==> src/rtl/sqrt_pkg.sv <==
// Shared types and helpers for the iterative square-root engine.
package sqrt_pkg;

  typedef enum logic [1:0] {
    IDLE,
    CALC,
    DONE
  } state_e;

  // Low two bits of the trial divisor {root, 01} in each recurrence step.
  localparam logic [1:0] TRIAL_SUFFIX = 2'b01;

  // Root width for a given radicand width.
  function automatic int root_w(input int width);
    return width / 2;
  endfunction

endpackage

==> src/rtl/sqrt_step.sv <==
// One radix-2 restoring square-root iteration: brings down two radicand
// bits, tries the divisor {root, 01} and yields the next root bit.
module sqrt_step
  import sqrt_pkg::*;
#(
  parameter int RW = 8
) (
  input  logic [RW+1:0] rem_in,
  input  logic [1:0]    rad_bits,
  input  logic [RW-1:0] root_in,
  output logic [RW+1:0] rem_out,
  output logic          root_bit
);

  logic [RW+1:0] shifted;
  logic [RW+1:0] trial;

  // Before any step the partial remainder is at most 2*root < 2^RW, so its
  // two top bits are always zero and the shifted value still fits RW+2 bits.
  logic unused_rem_hi;
  assign unused_rem_hi = ^rem_in[RW+1:RW];

  // Compare-and-subtract for a single root bit.
  always_comb begin
    shifted  = {rem_in[RW-1:0], rad_bits};
    trial    = {root_in, TRIAL_SUFFIX};
    root_bit = (shifted >= trial);
    rem_out  = root_bit ? (shifted - trial) : shifted;
  end

endmodule

==> src/rtl/sqrt_iter.sv <==
// Sequential integer square root: one root bit per clock, floor remainder,
// optional round-to-nearest with saturation, valid/ready on both sides.
module sqrt_iter
  import sqrt_pkg::*;
#(
  parameter int WIDTH = 16
) (
  input  logic               clk,
  input  logic               rst,
  input  logic               in_valid,
  output logic               in_ready,
  input  logic [WIDTH-1:0]   in_data,
  input  logic               in_round,
  output logic               out_valid,
  input  logic               out_ready,
  output logic [WIDTH/2-1:0] out_root,
  output logic [WIDTH/2:0]   out_rem,
  output logic               out_sat
);

  localparam int RW = root_w(WIDTH);
  localparam int CW = $clog2(RW + 1);

  generate
    if (((WIDTH % 2) != 0) || (WIDTH < 4)) begin : g_bad_width
      $fatal(1, "sqrt_iter: WIDTH must be even and >= 4");
    end
  endgenerate

  state_e          state_q, state_d;
  logic [CW-1:0]   cnt_q, cnt_d;
  logic            in_ready_q, in_ready_d;
  logic            out_valid_q, out_valid_d;
  logic [RW-1:0]   out_root_q, out_root_d;
  logic [RW:0]     out_rem_q, out_rem_d;
  logic            out_sat_q, out_sat_d;

  logic [WIDTH-1:0] rad_q, rad_d;
  logic [RW+1:0]    rem_q, rem_d;
  logic [RW-1:0]    root_q, root_d;
  logic             round_q, round_d;

  logic [RW+1:0]    step_rem;
  logic             step_bit;
  logic [RW-1:0]    root_next;

  // Round-up happens when rem > root (sqrt(x) >= root + 0.5); an all-ones
  // root cannot grow, so it is held at all-ones and flagged. Returns {sat, root}.
  function automatic logic [RW:0] round_sat(input logic [RW-1:0] root,
                                            input logic [RW+1:0] rem,
                                            input logic          rnd);
    if (rnd && (rem > {2'b00, root})) begin
      if (&root) return {1'b1, {RW{1'b1}}};
      return {1'b0, root + RW'(1)};
    end
    return {1'b0, root};
  endfunction

  sqrt_step #(.RW(RW)) u_step (
    .rem_in   (rem_q),
    .rad_bits (rad_q[WIDTH-1 -: 2]),
    .root_in  (root_q),
    .rem_out  (step_rem),
    .root_bit (step_bit)
  );

  assign root_next = {root_q[RW-2:0], step_bit};

  // Next-state, datapath and output logic for IDLE -> CALC -> DONE.
  always_comb begin
    state_d     = state_q;
    cnt_d       = cnt_q;
    rad_d       = rad_q;
    rem_d       = rem_q;
    root_d      = root_q;
    round_d     = round_q;
    out_valid_d = out_valid_q;
    out_root_d  = out_root_q;
    out_rem_d   = out_rem_q;
    out_sat_d   = out_sat_q;
    unique case (state_q)
      IDLE: begin
        if (in_valid && in_ready_q) begin
          rad_d   = in_data;
          round_d = in_round;
          rem_d   = '0;
          root_d  = '0;
          cnt_d   = CW'(RW);
          state_d = CALC;
        end
      end
      CALC: begin
        rad_d  = rad_q << 2;
        rem_d  = step_rem;
        root_d = root_next;
        cnt_d  = cnt_q - CW'(1);
        if (cnt_q == CW'(1)) begin
          state_d                 = DONE;
          out_valid_d             = 1'b1;
          out_rem_d               = step_rem[RW:0];
          {out_sat_d, out_root_d} = round_sat(root_next, step_rem, round_q);
        end
      end
      DONE: begin
        if (out_ready) begin
          state_d     = IDLE;
          out_valid_d = 1'b0;
        end
      end
      default: state_d = IDLE;
    endcase
    in_ready_d = (state_d == IDLE);
  end

  // Control and visible outputs: synchronous reset abandons any operation.
  always_ff @(posedge clk) begin
    if (rst) begin
      state_q     <= IDLE;
      cnt_q       <= '0;
      in_ready_q  <= 1'b0;
      out_valid_q <= 1'b0;
      out_root_q  <= '0;
      out_rem_q   <= '0;
      out_sat_q   <= 1'b0;
    end else begin
      state_q     <= state_d;
      cnt_q       <= cnt_d;
      in_ready_q  <= in_ready_d;
      out_valid_q <= out_valid_d;
      out_root_q  <= out_root_d;
      out_rem_q   <= out_rem_d;
      out_sat_q   <= out_sat_d;
    end
  end

  // Working registers; always reloaded on accept, so no reset needed.
  always_ff @(posedge clk) begin
    rad_q   <= rad_d;
    rem_q   <= rem_d;
    root_q  <= root_d;
    round_q <= round_d;
  end

  assign in_ready  = in_ready_q;
  assign out_valid = out_valid_q;
  assign out_root  = out_root_q;
  assign out_rem   = out_rem_q;
  assign out_sat   = out_sat_q;

endmodule

==> config.mk <==
export PLATFORM = sky130hd
export DESIGN_NAME = sqrt_iter
export DESIGN_NICKNAME = d
export VERILOG_FILES = /design/src/rtl/sqrt_pkg.sv /design/src/rtl/sqrt_step.sv /design/src/rtl/sqrt_iter.sv
export SDC_FILE = /design/constraint.sdc
export NUM_CORES = 1
export LEC_CHECK = 0
export ABC_AREA = 0
export BUFFER_PORTS_ARGS = -buffer_cell sky130_fd_sc_hd__buf_2
export CORE_MARGIN = 10
export CORE_UTILIZATION = 55
export CTS_BUF_LIST = sky130_fd_sc_hd__clkbuf_4 sky130_fd_sc_hd__clkbuf_8
export CTS_CLUSTER_DIAMETER = 200
export DETAILED_ROUTE_END_ITERATION = 16
export GPL_TIMING_DRIVEN = 1
export PLACE_DENSITY_LB_ADDON = 0.3
export SLEW_MARGIN = 40
export SYNTH_ARGS = -nofsm -noshare
export SYNTH_HDL_FRONTEND = slang
export SYNTH_SLANG_ARGS = --single-unit
==> constraint.sdc <==
create_clock -name clk -period 6.85 [get_ports clk]
set_input_delay 0.685 -clock clk [delete_from_list [all_inputs] [get_ports clk]]
set_output_delay 0.685 -clock clk [all_outputs]
set_load 0.01 [all_outputs]
==> flow_summary_export.csv <==
group,metric,value,unit
floorplanning,die_w,96.7,um
logic_synthesis,ys.warnings.count,0,
floorplanning,start_util,57.6,%
logic_synthesis,synth-seq-area-share,46.8,%
grt,antenna_found_initial,0,
finish,antennaDiodeCount,0,
sta,setup_ws,2200,ps
floorplanning,die_y,96.7,um
sta,period_share,67.8,%
clock_network,path_clk_slew,70,ps
routing,drt_wl_total,7590,um
floorplanning,core,0.00561,mm2
sta,timing.final.crit_period,4650,ps
hold_path,hold_class,"reg2reg",
worst_setup_path,cp.required,7070,ps
clock_network,cts_hold_buf,0,
logic_synthesis,synth-seq-cells,59,
logic_synthesis,synth.area.top_cells,"edfxtp_1 31%, dfxtp_1 16%, ha_1 8.1%",
routing,drt-initial-drc-count,295,
clock_network,cts_setup_buffers,0,
sta,setup_violations,0,
grt,grt_overflow,0,
routing,vias,2731,
grt,grt_pass1_wl,12500,um
placement,portBuffers,40,
clock_network,ctsResizeCount,0,
logic_synthesis,async_flop_share,0,%
floorplanning,rows,27,
status,outcome,"completed",
finish,post_layout_nonfiller_instances,476,
placement,placedCellCount,460,
logic_synthesis,synth_flop_cell,"edfxtp_1",
sta,fmax,215,MHz
logic_synthesis,syn_avg_cell_area,8.95,um2
routing,drc,0,
power_and_ir_drop,ir_worst_vdd,0.189,mV
placement,post-dp-hpwl,5440,um
routing,ant_nets,0,
finish,synthToLayoutAreaGrowth,13.4,%
sta,fin_skew,14.2,ps
finish,drive_gt1_share,17.8,%
sta,tns,0,ps
placement,pre_cts_ws,2320,ps
worst_setup_path,critPathArrivalTime,4870,ps
job,cap_violations,0,
clock_network,cts_max_level,3,
worst_setup_path,criticalPathCategory,"reg2reg",
sta,report.final.slew_viol_count,0,
logic_synthesis,netlist.area_leader.share,30.7,%
placement,gp_congestion,0.963,
clock_network,cts_tree,"done",
routing,wl_per_cell,15.9,um
worst_setup_path,end_kind,"flip-flop",
clock_network,root_buffer,"clkbuf_8",
grt,grtUsageTotal,15.7,%
finish,nNetsFinal,441,
finish,final_cell_mix,"59 x nor2_1, 59 x nand2_1, 40 x buf_2",
clock_network,clock_sinks,59,
worst_setup_path,crit_fanout,22,
clock_network,worstSkewPairLatency,330,ps
routing,drt-pass1-iter-count,5,
sta,slew_headroom,56.5,%
sta,hold_viol_final,0,
logic_synthesis,netlist_instances,361,
power_and_ir_drop,powerDensity,265,mW/mm2
sta,worst_slew_pin_slew,649,ps
logic_synthesis,synth_area,0.00323,mm2
logic_synthesis,synth-edff-count,33,
power_and_ir_drop,power_leakage,1.63,nW
logic_synthesis,synth.distinct_cells,52,
sta,rsz0062_at_grt,"false",
logic_synthesis,yosysTopAreaCell,"edfxtp_1",
routing,via_per_inst,5.74,
clock_network,clock_path_buffers,2,
logic_synthesis,syn-num-nets,403,
worst_setup_path,critPathLaunchType,"flip-flop",
grt,grt_pass1_vias,2615,
floorplanning,dieArea,0.00934,mm2
floorplanning,pin_count,41,
grt,grt_start_max_net_pins,35,
clock_network,cts-buffers-inserted,9,
worst max-delay path, stage by stage, from the launching register on:
cell	delay, ps
edfxtp_1	450
inv_1	190
ha_1	310
and3_1	190
a41o_1	240
a211oi_2	230
and2b_2	420
nor2_1	90
a21oi_1	330
inv_1	90
ha_1	290
and4_1	210
and4_1	210
and2_1	160
a211oi_2	310
a21o_1	350
nand4_1	140
a32o_1	280
where the power goes:
group | total (mW) | switching, mW | internal [mW]
Clock | 0.284 | 0.135 | 0.148
Sequential | 0.425 | 0.0170 | 0.408
Combinational | 0.262 | 0.164 | 0.0985
Total | 0.971 | 0.316 | 0.655
worst paths after layout:
path            endpoint  cells past startpoint  slack, ps       from
max          out_root[4]                     17       2200  root_q[1]
min              out_sat                      2        450    out_sat
max reg2reg  out_root[4]                     17       2200  root_q[1]
min reg2reg      out_sat                      2        450    out_sat
logic make-up after synthesis:
kind of cell	Yosys count	synth area share [%]
and+or+nand+nor	168	23.8
AOI/OAI and AO/OA	66	14.1
DFF	59	46.8
buffers and inverters	38	4.68
adders and majority gates	21	8.13
xor gates and xnor gates	8	2.17
muxes	1	0.310
metal layers:
| metal | wire, um | part of all wire, % | global-route usage, % |
|---|---|---|---|
| met1 | 3450 | 45 | 19.3 |
| met2 | 3580 | 47 | 25.6 |
| met3 | 488 | 6.4 | 4.12 |
| met4 | 70 | 0.92 | 5.75 |
| met5 | 0 | 0 | 0 |
area by class of cell:
| class | instances | area (um2) |
|---|---|---|
| multi-input cells | 264 | 1580 |
| clock buffers | 12 | 153 |
| repair buffers | 43 | 223 |
| flip-flops and latches | 59 | 1510 |
| well taps | 72 | 90.1 |
| fillers | 484 | 1940 |
| inverters | 22 | 82.6 |
| clock inverters | 4 | 26.3 |
per-stage QoR:
step	util [%]	power (mW)	hold WS, ps	instance area (um2)
after detailed placement	62.1	0.689	448	3480
after global placement	62.0	0.683	436	3480
after global routing	65.3	1.02	494	3660
after floorplan	-	0.629	470	3230
final	65.3	0.971	453	3660
after CTS	65.3	0.971	458	3660
cells in the mapped netlist (all sizes together), types with 5 or more instances:
| library cell | n |
|---|---|
| a211oi | 11 |
| a21o | 5 |
| a21oi | 23 |
| and2 | 6 |
| and3 | 6 |
| clkbuf | 14 |
| dfxtp | 26 |
| edfxtp | 33 |
| ha | 21 |
| inv | 22 |
| nand2 | 59 |
| nor2 | 59 |
| nor3 | 6 |
| o21ai | 8 |
| xor2 | 6 |
sequential cells by signal, summed over array words and instances, names as in the netlist:
register / flops
cnt_q: 4
out_valid: 1
out_sat: 1
in_ready: 1
out_root: 8
root_q: 8
out_rem: 9
rad_q: 16
state_q: 2
rem_q: 8
round_q: 1
No activity file was read; power rests on OpenSTA's default activity.
